File: config.mk
export PLATFORM = sky130hd
export DESIGN_NAME = shift_seq
export DESIGN_NICKNAME = d
export VERILOG_FILES = /design/src/rtl/shift_seq.sv
export SDC_FILE = /design/constraint.sdc
export NUM_CORES = 1
export LEC_CHECK = 0
export CORE_ASPECT_RATIO = 0.9
export CORE_MARGIN = 1.5
export CORE_UTILIZATION = 40
export DETAILED_ROUTE_END_ITERATION = 10
export MAX_ROUTING_LAYER = met4
export PLACE_DENSITY = 0.89
export SLEW_MARGIN = 20
export SYNTH_ARGS = -nofsm -noshare
export SYNTH_HDL_FRONTEND = slang
export SYNTH_SLANG_ARGS = --single-unit
export TNS_END_PERCENT = 20
File: constraint.sdc
create_clock -name clk -period 2.1 [get_ports clk]
set_input_delay 0.21 -clock clk [delete_from_list [all_inputs] [get_ports clk]]
set_output_delay 0.21 -clock clk [all_outputs]
set_load 0.02 [all_outputs]
File: src/rtl/shift_seq.sv
// Sequencer driving a single-step 8-bit rotate shifter across multiple cycles.
// It feeds each shifter result back as the next operand and returns the final value and carry.
module shift_seq #(
    parameter int CNT_W = 3
) (
    input  logic             clk,
    input  logic             rst_n,
    input  logic             req_valid,
    output logic             req_ready,
    input  logic [7:0]       req_data,
    input  logic [CNT_W-1:0] req_cnt,
    input  logic             req_dir,
    output logic             fbus,
    output logic             flbus,
    output logic             frbus,
    output logic [7:0]       sh_a,
    input  logic [7:0]       sh_w,
    input  logic             sh_cf,
    output logic             resp_valid,
    input  logic             resp_ready,
    output logic [7:0]       resp_data,
    output logic             resp_cf,
    output logic             busy
);

    typedef enum logic [1:0] {
        S_IDLE  = 2'd0,
        S_PASS  = 2'd1,
        S_SHIFT = 2'd2,
        S_DONE  = 2'd3
    } state_e;

    localparam logic [CNT_W-1:0] ONE = CNT_W'(1);

    state_e           state_q;
    logic [7:0]       acc_q;
    logic [CNT_W-1:0] rem_q;
    logic             dir_q;
    logic             cf_q;

    // sh_w/sh_cf are only sampled in PASS/SHIFT, when the shifter is being strobed.
    always_ff @(posedge clk or negedge rst_n) begin
        if (!rst_n) begin
            state_q <= S_IDLE;
            acc_q   <= 8'h00;
            rem_q   <= '0;
            dir_q   <= 1'b0;
            cf_q    <= 1'b0;
        end else begin
            case (state_q)
                S_IDLE: begin
                    if (req_valid) begin
                        acc_q   <= req_data;
                        rem_q   <= req_cnt;
                        dir_q   <= req_dir;
                        state_q <= (req_cnt == '0) ? S_PASS : S_SHIFT;
                    end
                end
                S_PASS: begin
                    acc_q   <= sh_w;
                    cf_q    <= 1'b0;
                    state_q <= S_DONE;
                end
                S_SHIFT: begin
                    acc_q <= sh_w;
                    cf_q  <= sh_cf;
                    if (rem_q != '0) begin
                        rem_q <= rem_q - ONE;
                    end
                    if (rem_q <= ONE) begin
                        state_q <= S_DONE;
                    end
                end
                S_DONE: begin
                    if (resp_ready) begin
                        state_q <= S_IDLE;
                    end
                end
                default: state_q <= S_IDLE;
            endcase
        end
    end

    // Strobes decode straight from state so an asynchronous reset drops them at once.
    assign fbus       = (state_q == S_PASS);
    assign flbus      = (state_q == S_SHIFT) && !dir_q;
    assign frbus      = (state_q == S_SHIFT) &&  dir_q;
    assign sh_a       = acc_q;
    assign req_ready  = (state_q == S_IDLE);
    assign busy       = (state_q != S_IDLE);
    assign resp_valid = (state_q == S_DONE);
    assign resp_data  = acc_q;
    assign resp_cf    = cf_q;

endmodule

======== After elaboration in Yosys (flattened, before gate mapping) ========
Index checks and enable logic that the tools add are counted.
W data, S select, Z words.
cells by class
  reductions and logical operators ........ 15
  shifts and indexed selects .............. 0
  add/sub/neg operators ................... 1
  bitwise gates (word level) .............. 0
  muxes and demuxes ....................... 11
  divide/modulo/power cells ............... 0
  $lt $le $gt $ge ......................... 1
  $mul .................................... 0
  equal/unequal tests ..................... 7
operators with widths
  kind                   number
  $pmux W8 S2            1
  $mux W2                4
  $mux W8                1
  $pmux W2 S4            1
  $reduce_bool A2 Y1     4
  $mux W3                2
  $ne A2 B2 Y1 const B   3
  $pmux W3 S2            1
  $reduce_and A3 Y1      2
  $eq A2 B2 Y1 const B   2
  $reduce_and A2 Y1      2
  $le A3 B1 Y1 const B   1
  $logic_not A3 Y1       1
  $reduce_bool A3 Y1     1
  $sub A3 B1 Y3 const B  1
  $eq A2 B1 Y1 const B   1
  $logic_and A1 B1 Y1    2
  $logic_not A2 Y1       1
  $ne A2 B1 Y1 const B   1
  $pmux W1 S2            1
  $reduce_or A2 Y1       1
  $logic_not A1 Y1       1
word-level totals
  bits in read-only memories .............. 0
  register bits after elaboration ......... 15
  latch bits .............................. 0
  memories ................................ 0
  RAM bits ................................ 0

======== Logic depth before layout (Yosys ltp) ========
Gate-level depths: netlist of the first run.
  depth after elaboration ................. 4
  mapped depth ............................ 7

======== Worst setup path after synthesis of the first run ========
Ideal clock, no wire load.
  path kind ............................... register to register
  start point ............................. register state_q[0]
  end point ............................... register state_q[1]
  stages on the path, launching flop included .. 7
  required time ........................... 1.974 ns
  path buffers ............................ 0
  period minus slack after synthesis ...... 1.725 ns
  data arrival time ....................... 1.599 ns
  path slack .............................. 0.375 ns
  cell sequence ........................... dfrtp_1 > inv_1 > ha_1 > inv_2 > or4_1 > o21ai_0 > mux2i_1
on the way
  cells in the longest elaborated chain, start to end .. 3
  elaborated cells on any way between the ends .. 9
ends and longest elaborated chain
  what                                line  text
  start: declaration                  35    state_e state_q;
  start signal: assignment            56    state_q <= (req_cnt == '0) ? S_PASS : S_SHIFT;
  $logic_not A2 Y1 *                  -
  named net req_ready                 9     output logic req_ready,
  $ne A2 B2 Y1 (no source line)       -
  $reduce_and A3 Y1 (no source line)  -
Mark *: on every way through the listed nets, which the timed path passes. The rest lies on a longest branch.
A chain may end at the register's enable or synchronous reset.

======== Final worst setup path of the first run ========
  start point ............................. register state_q[0]
  end point ............................... output flbus
on the way
  cells in the longest elaborated chain, start to end .. 2
ends and longest elaborated chain
  what                 line  text
  $eq A2 B2 Y1         86    assign flbus = (state_q == S_SHIFT) && !dir_q;
  $logic_and A1 B1 Y1  86
  end: declaration     14    output logic flbus,
Every way passes these cells.

==> impl_summary.md, run 1 <==
Status
The run finished with clean final reports.

Cells and area
The growth of design area from synthesis to finish is 45.82%. The number of inserted diodes is 0. The utilization after layout is 0.6125.

The net count reported at finish is 185. The fraction of final layout cells with drive strength greater than 1 is 0.07237. The number of cells in the finished layout apart from fillers is 180.

Pwr
The leakage power is 0.6684 nW. Of the total power, the share spent switching nets is 0.4749. The clock share of power is 0.069. The overall power is 2.446 mW. Of the total power, combinational logic draws 0.693. The power density over the cells is 1647 nW/um2.

The net switching power is 1.162 mW. The internal portion of the total power is 1.284 mW. Of the total power, registers draw 0.238. The maximum vdd ir drop is 1.034 mV.

Global route
The initial antenna violation count was 0. The pin count of the biggest net entering global routing is 18. The wire length of the first global-routing pass is 4160 um. The via count of the first global-routing pass was 941.

Across every metal layer, demand over resource in global routing totals 0.1906. Global routing finished with a remaining overflow of 0.

Setup path
The required time at the worst-slack endpoint is 1890 ps. The register-to-register setup slack is 200 ps. In this run the worst setup path terminates at flbus. The worst register-to-register path begins at state_q[1].

The cell at the slowest stage of the critical path is sky130_fd_sc_hd__clkdlybuf4s50_1. The worst stage delay on the critical path is 610 ps. The number of logic stages on the critical path including buffering is 4. The worst setup path is captured at a primary output.

The total buffers and inverters traversed by the critical path is 2. The data arrival time of the worst path is 1780 ps. Of all nets on the critical path, the largest fanout is 4. In this run the worst setup path begins at state_q[0]. The endpoint of the worst-slack reg-to-reg timing path is state_q[0].

The category of the worst setup path launch point is a flop. The cell depth of the worst flop-to-flop path is 6. Walking the worst path, the cells encountered are inv_1, ha_1, nor2b_1, clkdlybuf4s50_1.

The largest delay contributor family on the critical path is buffers and inverters. The classification of the worst setup path is flop to primary output.

Clock network
The buffer depth of the longest clock path is 2. The number of CTS-inserted buffers is 3. The number of setup buffers added after CTS is 0. For this design, the sink count on the clock tree is 15. The H-tree depth is 1. TritonCTS built the clock tree. The root buffer cell chosen for the clock tree is sky130_fd_sc_hd__clkbuf_4.

The later-pin clock latency in the skew report is 280 ps. The CTS clock-pin slew for the worst setup and hold paths is 90 ps.

Synthesis
Among all flip-flop cells after synthesis, the most frequent one is sky130_fd_sc_hd__dfrtp_1. The post-synthesis register bit count is 15. The combinational family with the most area after synthesis is compound AO/OA/AOI/OAI gates. The synthesized design contains 0 enable-type register cells. The simple-gate portion of the synthesized area is 0.1241.

After synthesis, the share of cell area in mux cells is 0.04177. Of the post-synthesis cell area, the dominant cell type holds 0.3686. The compound-gate portion of the synthesized area was 0.2494. Counting every net in the synthesized netlist gives 143. The post-synthesis share of cell area spent on full adders, half adders and majority gates is 0.08600. The XOR/XNOR share of the synthesized area is 0.

Each instance of the synthesized netlist takes up on average 9.175 um2. The number of distinct library cell variants in the gate-level netlist after synthesis is 29. In the synthesized netlist the async set-or-reset flop fraction comes to 1.000.

The Yosys step of the flow raised 0 warnings. The cell type contributing the most total cell area after synthesis is sky130_fd_sc_hd__dfrtp_1. The number of cells produced by synthesis is 111.

By area the synthesized netlist is led by sky130_fd_sc_hd__dfrtp_1 (37%), sky130_fd_sc_hd__ha_1 (8.6%), sky130_fd_sc_hd__o21ai_0 (6.9%). The share of the Yosys chip area taken by registers is 0.3686. The netlist area before placement is 1018 um2.

Die
The initial core utilization is 0.4200. The placeable core area is 2425 um2. The horizontal die dimension is 56.19 um. Row generation in the floorplan step produced 17 rows.

The die covers 2858 um2. Pin placement for this block handled 48 I/O pins. The die extent in y is 50.87 um.

STA
The slew of the pin with the lowest slew margin is 687.5 ps. The routed design could run at a clock period as short as 1985 ps. Across all setup checks in the final design, the least slack found is 114.7 ps.

Setup repair after global routing left no endpoint under its margin. Derived from the worst setup path, the maximum achievable clock frequency is 0.5037 GHz. The total of endpoints with negative setup slack in the final report is 0. The final number of hold-violating endpoints is 0. The maximum clock skew at final layout is 3.139 ps.

The final worst hold slack is 333.3 ps. The total count of max-transition violations in the final report is 0. The share of the clock period used by the worst path after layout is 0.9454. Headroom to the max-slew limit came out at 0.5403.

Routing
Wire segments on met2 add up to 1337 um in the final route. The iteration count of the initial detailed-routing pass is 5. After detailed routing, no signal wire sits above met4. Detailed routing inserted a total of 986 vias.

The met3 wire length is 143 um. The remaining antenna violation count is 0. The routed length per instance is 14.62 um. The sum of routed wire segments on met1 is 1117 um. The count of routing violations after the opening detailed-route iteration is 34. The detail-routed via count per cell is 5.478.

The number of remaining DRC errors is 0. The total wirelength of the detailed-routed design is 2631 um.

Placement
Timing analysis after detailed placement gives a worst setup slack of -42.54 ps. The number of placed instances with taps included is 176. In this run the tool buffered the top-level ports with 47 buffer cells. Summed over all nets, the half-perimeter wirelength after detailed placement is 2053 um.

The congestion estimate from routability-driven global placement came to 0.7925.

Job
Across the run, the number of max-cap violations was 0.

Hold path
The worst hold path belongs to the class primary input to async pin.
==> sequential cells by signal (all words and copies together), names as in the netlist <==
register,count
resp_data,8
resp_cf,1
dir_q,1
state_q,2
rem_q,3
==> timing repair <==
item | CTS | global route
resized for setup | 2 | 1
hold buffers | 0 | 0
endpoints found under the setup margin | 10 | 1
==> logic make-up (layout without fill, tap and decap cells) <==
kind of cell	after synthesis	after routing
DFF	15	15
and+or+nand+nor	23	23
buffers and inverters	24	65
AOI/OAI and AO/OA	38	38
muxes	4	4
adders and majority gates	7	7
==> per-layer routing <==
metal	up-vias	global-route usage
met3	5	0.03797
met5	-	-
met1	470	0.2249
met2	38	0.3373
met4	0	0.04762
li1	473	-
==> worst min path at each step <==
stage,to,start,depth (start not counted)
finish,state_q[1],rst_n,1
global placement,dir_q,dir_q,1
global route,state_q[1],rst_n,1
detailed placement,resp_cf,resp_cf,2
CTS,rem_q[0],rst_n,1
floorplan,dir_q,rst_n,0
==> cells in the mapped netlist (5+ instances only) <==
cell / n
sky130_fd_sc_hd__nand2_1: 5
sky130_fd_sc_hd__inv_1: 10
sky130_fd_sc_hd__a22oi_1: 8
sky130_fd_sc_hd__ha_1: 7
sky130_fd_sc_hd__o21ai_0: 14
sky130_fd_sc_hd__dfrtp_1: 15
sky130_fd_sc_hd__and3_1: 8
sky130_fd_sc_hd__a21oi_1: 8
sky130_fd_sc_hd__buf_4: 9
==> stage by stage <==
step           area [um2]  TNS, ps
6_report             1485        0
5_1_grt              1485        0
4_1_cts              1483        0
3_5_place_dp         1455   -53.41
3_3_place_gp         1455        0
2_1_floorplan        1018        0
==> placed cells by master (no fill, tap or decap) <==
master                            synthesis  routed
sky130_fd_sc_hd__o21ai_0                 14      14
sky130_fd_sc_hd__nor2b_2                  0       1
sky130_fd_sc_hd__a211oi_1                 1       1
sky130_fd_sc_hd__a22oi_1                  8       8
sky130_fd_sc_hd__a21oi_1                  8       8
sky130_fd_sc_hd__clkdlybuf4s50_1          0      45
sky130_fd_sc_hd__dlymetal6s2s_1           0       1
sky130_fd_sc_hd__and2_1                   1       1
sky130_fd_sc_hd__a311oi_4                 1       1
sky130_fd_sc_hd__inv_2                    1       1
sky130_fd_sc_hd__inv_1                   10      10
sky130_fd_sc_hd__nand3_1                  2       2
sky130_fd_sc_hd__nand2_1                  5       5
sky130_fd_sc_hd__nor2b_1                  2       1
sky130_fd_sc_hd__clkbuf_1                 2       1
sky130_fd_sc_hd__dlygate4sd2_1            0       1
sky130_fd_sc_hd__ha_1                     7       7
sky130_fd_sc_hd__a221oi_1                 2       2
sky130_fd_sc_hd__a211o_1                  1       1
sky130_fd_sc_hd__and3_1                   8       8
sky130_fd_sc_hd__mux2_2                   1       1
sky130_fd_sc_hd__clkbuf_4                 0       3
sky130_fd_sc_hd__or4_1                    1       1
sky130_fd_sc_hd__dfrtp_1                 15      15
sky130_fd_sc_hd__nor2_2                   1       1
sky130_fd_sc_hd__mux2_1                   1       1
sky130_fd_sc_hd__nor3b_1                  1       1
sky130_fd_sc_hd__o211ai_1                 2       2
sky130_fd_sc_hd__nor2_1                   2       2
sky130_fd_sc_hd__mux2i_1                  2       2
sky130_fd_sc_hd__o2bb2ai_1                1       1
sky130_fd_sc_hd__buf_4                    9       3
==> layout make-up <==
cell class,instances,area (um2)
flip-flops and latches,15,375.4
clock buffers,4,26.28
inverters,11,41.29
multi-input cells,72,513.0
fillers,208,939.7
well taps,28,35.03
repair buffers,50,494.2
==> power groups by stage <==
stage,registers [mW],logic [mW],clock network (mW)
3_3_place_gp,0.573,1.63,0
6_report,0.581,1.70,0.169
3_5_place_dp,0.586,1.71,0
5_1_grt,0.601,1.83,0.183
2_1_floorplan,0.661,1.07,0
4_1_cts,0.580,1.71,0.173
Power figures use the tool's default switching activity.
==> inputs of run 2 (changes only) <==
--- a/config.mk
+++ b/config.mk
@@ -11,6 +11,8 @@
 export DETAILED_ROUTE_END_ITERATION = 10
 export MAX_ROUTING_LAYER = met4
 export PLACE_DENSITY = 0.89
+export RECOVER_POWER = 50
+export SETUP_SLACK_MARGIN = 0.15
 export SLEW_MARGIN = 20
 export SYNTH_ARGS = -nofsm -noshare
 export SYNTH_HDL_FRONTEND = slang
==> run 2 against run 1 <==
Global-route usage unchanged. Clock skew is essentially flat. Critical path depth unchanged. Count of clock-buffer cells in the layout did not move.
==> impl_summary.md, run 2 (synthesis results as in run 1) <==
Placement
The weighted congestion at the end of routability-driven global placement is 0.7925 (unchanged). The post-place instance area was 1455 um2 (unchanged). The pre-CTS setup slack is -42.54 ps (unchanged).

The total of buffers placed on input and output ports is 47 (unchanged). The half-perimeter wire length of the detailed placement result is 2053 um (unchanged).

STA
The fmax came to 0.5069 GHz (+0.62%). The normalized max-slew margin is 0.5359 (-0.004387). The share of the clock period used by the worst path after layout is 0.9395 (-0.005866).

The final number of hold-violating endpoints is 0 (unchanged). Setup repair after global routing could not meet its margin everywhere. The total count of max-transition violations in the final report is 0 (unchanged). The maximum clock skew at final layout was 3.052 ps (-0.08707 ps). The final worst hold slack is 403.2 ps (+69.92 ps). The minimum clock period came to 1973 ps (-12.32 ps). The total of endpoints with negative setup slack in the final report is 0 (unchanged). The worst-case setup margin in the final layout is 127.0 ps (+12.32 ps). The slew of the pin with the lowest slew margin came to 693.9 ps (+6.445 ps).

Die
The number of cell rows is 17 (unchanged). The floorplan die area was 2858 um2 (unchanged). The placeable core area was 2425 um2 (unchanged). The initial core utilization came to 0.4200 (unchanged). The die extent in y is 50.87 um (unchanged). The top-level port count came to 48 (unchanged). The horizontal die dimension is 56.19 um (unchanged).

Clock network
The clock root buffer is sky130_fd_sc_hd__clkbuf_4. The buffer depth of the longest clock path is 2 (unchanged). The later-pin clock latency in the skew report came to 280 ps (about the same). The CTS clock-pin slew for the worst setup and hold paths came to 90 ps (about the same). The H-tree depth is 1 (unchanged). The number of buffers added for setup after CTS came to 0 (unchanged). The number of CTS-inserted buffers is 3 (unchanged). The post-cts hold buffer count is 0 (unchanged).

The total number of clock tree sinks was 15 (unchanged). TritonCTS built the clock tree.

Setup path
The critical path is of the flop to primary output type. STA classifies the critical path endpoint as a primary output. The cell at the slowest stage of the critical path is sky130_fd_sc_hd__clkdlybuf4s50_1. The worst stage delay on the critical path was 600 ps (about the same). The data arrival time of the worst path is 1760 ps (-20 ps).

The category of the worst setup path launch point is a flop. The required time at the worst-slack endpoint is 1890 ps (about the same). The top fanout value on the critical path was 4 (unchanged). The cell depth of the worst flop-to-flop path is 6 (unchanged).

The signal on the critical path passes through inv_1, ha_1, and2_1, clkdlybuf4s50_1.

Cells and area
The fraction of final layout cells with drive strength greater than 1 is 0.07237 (unchanged). The summed area of non-filler cells in the final layout is 1488 um2 (+0.17%). The net count reported at finish was 185 (unchanged). The number of inserted diodes is 0 (unchanged).

The number of flip-flops in the largest register is 8 (unchanged). Leaving out fill and tap cells, the most frequent cells in the layout are sky130_fd_sc_hd__clkdlybuf4s50_1 (34), sky130_fd_sc_hd__dfrtp_1 (15), sky130_fd_sc_hd__o21ai_0 (14), sky130_fd_sc_hd__inv_1 (10), sky130_fd_sc_hd__dlygate4sd3_1 (10). The leading cell type in the layout, fill and taps excluded is sky130_fd_sc_hd__clkdlybuf4s50_1. The area growth from synthesis to layout is 46.07%.

Global route
The via count of the first global-routing pass is 941 (unchanged). The initial antenna violation count was 0 (unchanged). The overflow left after global routing was 0 (unchanged). The overall fraction of global-route tracks in use is 0.1906 (unchanged). The pin count of the biggest net entering global routing was 18 (unchanged). The wire length of the first global-routing pass is 4160 um (unchanged).

Routing
The number of remaining DRC errors is 0 (unchanged). The remaining antenna violation count is 0 (unchanged). The total wirelength of the detailed-routed design is 2619 um (-0.46%). The number of vias after detailed routing is 985 (-0.10%). The iteration count of the initial detailed-routing pass is 5 (unchanged). The count of routing violations after the opening detailed-route iteration came to 30 (-12%). The detail-routed via count per cell came to 5.472 (-0.10%). The routed length per instance came to 14.55 um (-0.46%).

Pwr
The leakage power is 0.6945 nW (+3.9%). The power density over the cells is 1619 nW/um2 (-1.7%). The maximum vdd ir drop is 1.030 mV (-0.43%).

Job
The max-cap violation count is 0 (unchanged).

Status
The run finished with clean final reports.

Hold path
The path class of the tightest hold or removal check is primary input to async pin.
[run 2: cell types whose count changed in the layout (fill, tap and decap cells not counted)]
cell,before,now
sky130_fd_sc_hd__clkdlybuf4s50_1,45,34
sky130_fd_sc_hd__dlygate4sd3_1,0,10
sky130_fd_sc_hd__dlymetal6s2s_1,1,2
[run 2: where the power goes]
group | total (mW) | internal [mW] | switching [mW]
Sequential | 0.577 | 0.443 | 0.134
Clock | 0.169 | 0.0738 | 0.0953
Combinational | 1.66 | 0.735 | 0.927
Total | 2.41 | 1.25 | 1.16
[run 2: layout make-up]
type / count / area (um2)
Clock buffer: 4 / 26.28
Fill cell: 208 / 937.1
Inverter: 11 / 41.29
Multi-Input combinational cell: 72 / 513.0
Sequential cell: 15 / 375.4
Tap cell: 28 / 35.03
Timing Repair Buffer: 50 / 496.7
[run 2: timing repair]
item | 4_1_cts | 5_1_grt
hold endpoints to repair | 0 | 0
resized for setup | 2 | 2
endpoints found under the setup margin | 14 | 10
[run 2: per-stage QoR]
| stage | cells | TNS (ps) | power [mW] | util |
|---|---|---|---|---|
| global placement | 176 | 0 | 2.199 | 0.6001 |
| CTS | 180 | 0 | 2.458 | 0.6115 |
| detailed placement | 176 | -53.41 | 2.297 | 0.6001 |
| floorplan | 111 | 0 | 1.727 | - |
| global route | 180 | 0 | 2.575 | 0.6135 |
| finish | 180 | 0 | 2.409 | 0.6135 |
[run 2: critical path, delay by kind of cell, from the launching register on]
kind,cells,cell delay [ps]
adders and majority gates,1,220
DFF,1,430
and+or+nand+nor,1,140
buffers and inverters,2,700
[run 2: metal layers]
metal / track usage / wire length, um / vias to the layer above
li1: - / - / 472
met1: 0.2249 / 1104 / 467
met2: 0.3373 / 1340 / 41
met3: 0.03797 / 140 / 5
met4: 0.04762 / 33 / 0
met5: - / 0 / -
[run 2: final timing paths]
path / slack (ps) / endpoint / start
max: 130 / frbus / state_q[0]
min: 400 / state_q[1] / rst_n
max reg2reg: 190 / state_q[0] / state_q[1]
min reg2reg: 530 / resp_cf / resp_cf
max in group asynchronous: 1260 / resp_data[4] / rst_n
min in group clk: 510 / resp_cf / sh_cf
==> inputs of run 3 (changes only) <==
==> constraint.sdc (replaced) <==
create_clock -name clk -period 2 [get_ports clk]
set_input_delay 0.2 -clock clk [delete_from_list [all_inputs] [get_ports clk]]
set_output_delay 0.2 -clock clk [all_outputs]
set_load 0.02 [all_outputs]
==> run 3 against run 2 <==
Count of clock-buffer cells in the layout fell by 1. Largest cell class is now buffers. Register-to-register slack hardly changed. Global-route usage grew 2.1 points. Highest routed layer unchanged. Routed wire length up 8.7%. Clock power rose by 14%.
==> impl_summary.md, run 3 (synthesis results as in run 1) <==
Routing
The number of vias after detailed routing was 1,002 (+1.7%). The iteration count of the initial detailed-routing pass was 4 (-1). The routed length per instance is 15.47 um (+6.3%). The detail-routed via count per cell is 5.446 (-0.49%). The number of remaining DRC errors is 0 (unchanged).

The remaining antenna violation count came to 0 (unchanged). The total wirelength of the detailed-routed design was 2846 um (+8.7%). The count of routing violations after the opening detailed-route iteration came to 37 (+23%).

Job
The max-cap violation count is 0 (unchanged).

STA
The minimum clock period is 1800 ps. The final number of hold-violating endpoints came to 0 (unchanged). Based on the critical path, the design can be clocked at up to 0.5556 GHz. The normalized max-slew margin is 0.4972 (-0.03864). Of the available clock period, the critical path in the final layout requires 0.8999. The total count of max-transition violations in the final report is 0 (unchanged).

Setup repair after global routing left no endpoint under its margin. The slew of the pin with the lowest slew margin is 751.7 ps (+57.78 ps). The setup TNS after final layout is 0 ps (unchanged). The maximum clock skew at final layout came to 10.06 ps (+7.012 ps). The total of endpoints with negative setup slack in the final report was 0 (unchanged).

Setup path
The endpoint of the worst-slack reg-to-reg timing path is state_q[0]. The register-to-register setup slack was 200 ps (about the same). The category of the worst setup path capture point is a flop. The data arrival time of the worst path is 2040 ps (+280 ps). The worst stage delay on the critical path was 450 ps (-150 ps). In this run the critical register-to-register path is launched from state_q[1].

The top fanout value on the critical path is 11 (+7). The signal on the critical path passes through inv_1, ha_1, buf_6, inv_4, or4_1, o21ai_0, mux2_1. The cell depth of the worst flop-to-flop path is 7 (+1).

The setup path with the least slack is of type flop to flop. STA classifies the critical path startpoint as a flop. The required time at the worst-slack endpoint was 2240 ps (+350 ps).

The largest individual stage delay along the critical path comes from the cell sky130_fd_sc_hd__or4_1.

Pwr
The power density over the cells was 1718 nW/um2 (+6.1%). The leakage power is 0.7001 nW (+0.81%). The maximum vdd ir drop came to 1.171 mV (+14%). The overall power is 2.612 mW (+8.5%).

Cells and area
The area used by multi-input combinational logic is 518.0 um2 (+0.98%). The number of flip-flops in the largest register came to 8 (unchanged). The fraction of final layout cells with drive strength greater than 1 was 0.1026 (+0.03020). The filler cell count in the final layout came to 227 (+9.1%). The net count reported at finish came to 189 (+2.2%). The utilization after layout is 0.6269 (+0.01342).

In the layout the commonest cells are sky130_fd_sc_hd__clkdlybuf4s50_1 (33), sky130_fd_sc_hd__dfrtp_1 (15), sky130_fd_sc_hd__o21ai_0 (14), sky130_fd_sc_hd__inv_1 (10), sky130_fd_sc_hd__dlygate4sd3_1 (10). The number of inserted diodes is 0 (unchanged). Relative to the synthesized area, the layout overhead comes to 49.26%. The area occupied by registers is 375.4 um2 (unchanged). The leading cell type in the layout, fill and taps excluded is sky130_fd_sc_hd__clkdlybuf4s50_1.

Die
The initial core utilization is 0.4200 (unchanged). The top-level port count is 48 (unchanged). The horizontal die dimension came to 56.19 um (unchanged). The placeable core area is 2425 um2 (unchanged). The die extent in y was 50.87 um (unchanged). The number of cell rows is 17 (unchanged). The floorplan die area came to 2858 um2 (unchanged).

Clock network
The buffer depth of the longest clock path came to 2 (unchanged). The number of buffers added for setup after CTS came to 0 (unchanged). The H-tree depth is 1 (unchanged). The later-pin clock latency in the skew report is 300 ps (+20 ps). The clock root buffer is sky130_fd_sc_hd__clkbuf_4. The number of CTS-inserted buffers came to 3 (unchanged). The total number of clock tree sinks is 15 (unchanged). TritonCTS built the clock tree. The CTS clock-pin slew for the worst setup and hold paths was 110 ps (+20 ps).

Global route
The initial antenna violation count is 0 (unchanged). The via count of the first global-routing pass is 946 (+0.53%). The wire length of the first global-routing pass is 4512 um (+8.5%). The pin count of the biggest net entering global routing is 16 (-2). The overall fraction of global-route tracks in use is 0.2114 (+0.02086).

The overflow left after global routing is 0 (unchanged).

Placement
The half-perimeter wire length of the detailed placement result is 2189 um (+6.6%). The total of buffers placed on input and output ports is 47 (unchanged). The weighted congestion at the end of routability-driven global placement is 0.8597 (+8.5%).

Hold path
In this run the worst hold path is classified as primary input to async pin.

Status
The flow ran to the end, and the final reports show no timing, DRC or antenna violations.
==> run 3: power breakdown <==
group | switching (mW) | internal [mW] | leakage (nW) | total (mW)
registers | 0.145 | 0.465 | 0.182 | 0.611
logic | 1.00 | 0.808 | 0.501 | 1.81
clock network | 0.117 | 0.0746 | 0.0177 | 0.192
total | 1.26 | 1.35 | 0.700 | 2.61
==> run 3: worst max-delay path by stage <==
| stage | end | depth (start not counted) | startpoint | slack [ps] |
|---|---|---|---|---|
| finish | state_q[0] | 7 | state_q[1] | 200 |
| global route | state_q[0] | 7 | state_q[0] | 140 |
| CTS | busy | 5 | state_q[0] | 180 |
| detailed placement | busy | 5 | state_q[0] | 160 |
| global placement | busy | 5 | state_q[0] | 220 |
| floorplan | state_q[1] | 6 | state_q[0] | 280 |
==> run 3: through the flow <==
| step | instance area (um2) | setup WS, ps | instances | hold slack [ps] |
|---|---|---|---|---|
| 2_1_floorplan | 1018 | 275.2 | 111 | -95.59 |
| 3_3_place_gp | 1485 | 220.7 | 180 | 508.3 |
| 3_5_place_dp | 1485 | 163.1 | 180 | 527.9 |
| 4_1_cts | 1513 | 179.5 | 184 | 346.4 |
| 5_1_grt | 1520 | 141.9 | 184 | 443.7 |
| 6_report | 1520 | 200.2 | 184 | 395.3 |
==> run 3: area by class of cell <==
class / count / area share
clock buffer: 3 / 0.01481
clock inverter: 1 / 0.003292
inverter: 11 / 0.02881
multi-input combinational: 72 / 0.3407
sequential: 15 / 0.2469
tap: 28 / 0.02305
timing repair buffer: 54 / 0.3424
==> run 3: worst max-delay path: cells and delay by family, from the launching register on <==
| kind | cells | cell delay (ps) |
|---|---|---|
| compound gates | 1 | 120 |
| fa+ha+maj | 1 | 240 |
| buf+inv | 3 | 350 |
| flops | 1 | 420 |
| mux | 1 | 160 |
| simple gates | 1 | 450 |
==> run 3: what timing repair did <==
| item | CTS | global route |
|---|---|---|
| hold buffers | 0 | 0 |
| resized for setup | 7 | 3 |
| setup endpoints to repair | 5 | 3 |
==> run 3: layer usage <==
metal / vias to the layer above / wire length, um / global-route usage
met5: - / 0 / -
met4: 0 / 6 / 0.02381
met3: 2 / 159 / 0.06076
met2: 35 / 1544 / 0.3725
met1: 485 / 1135 / 0.2508
li1: 480 / - / -
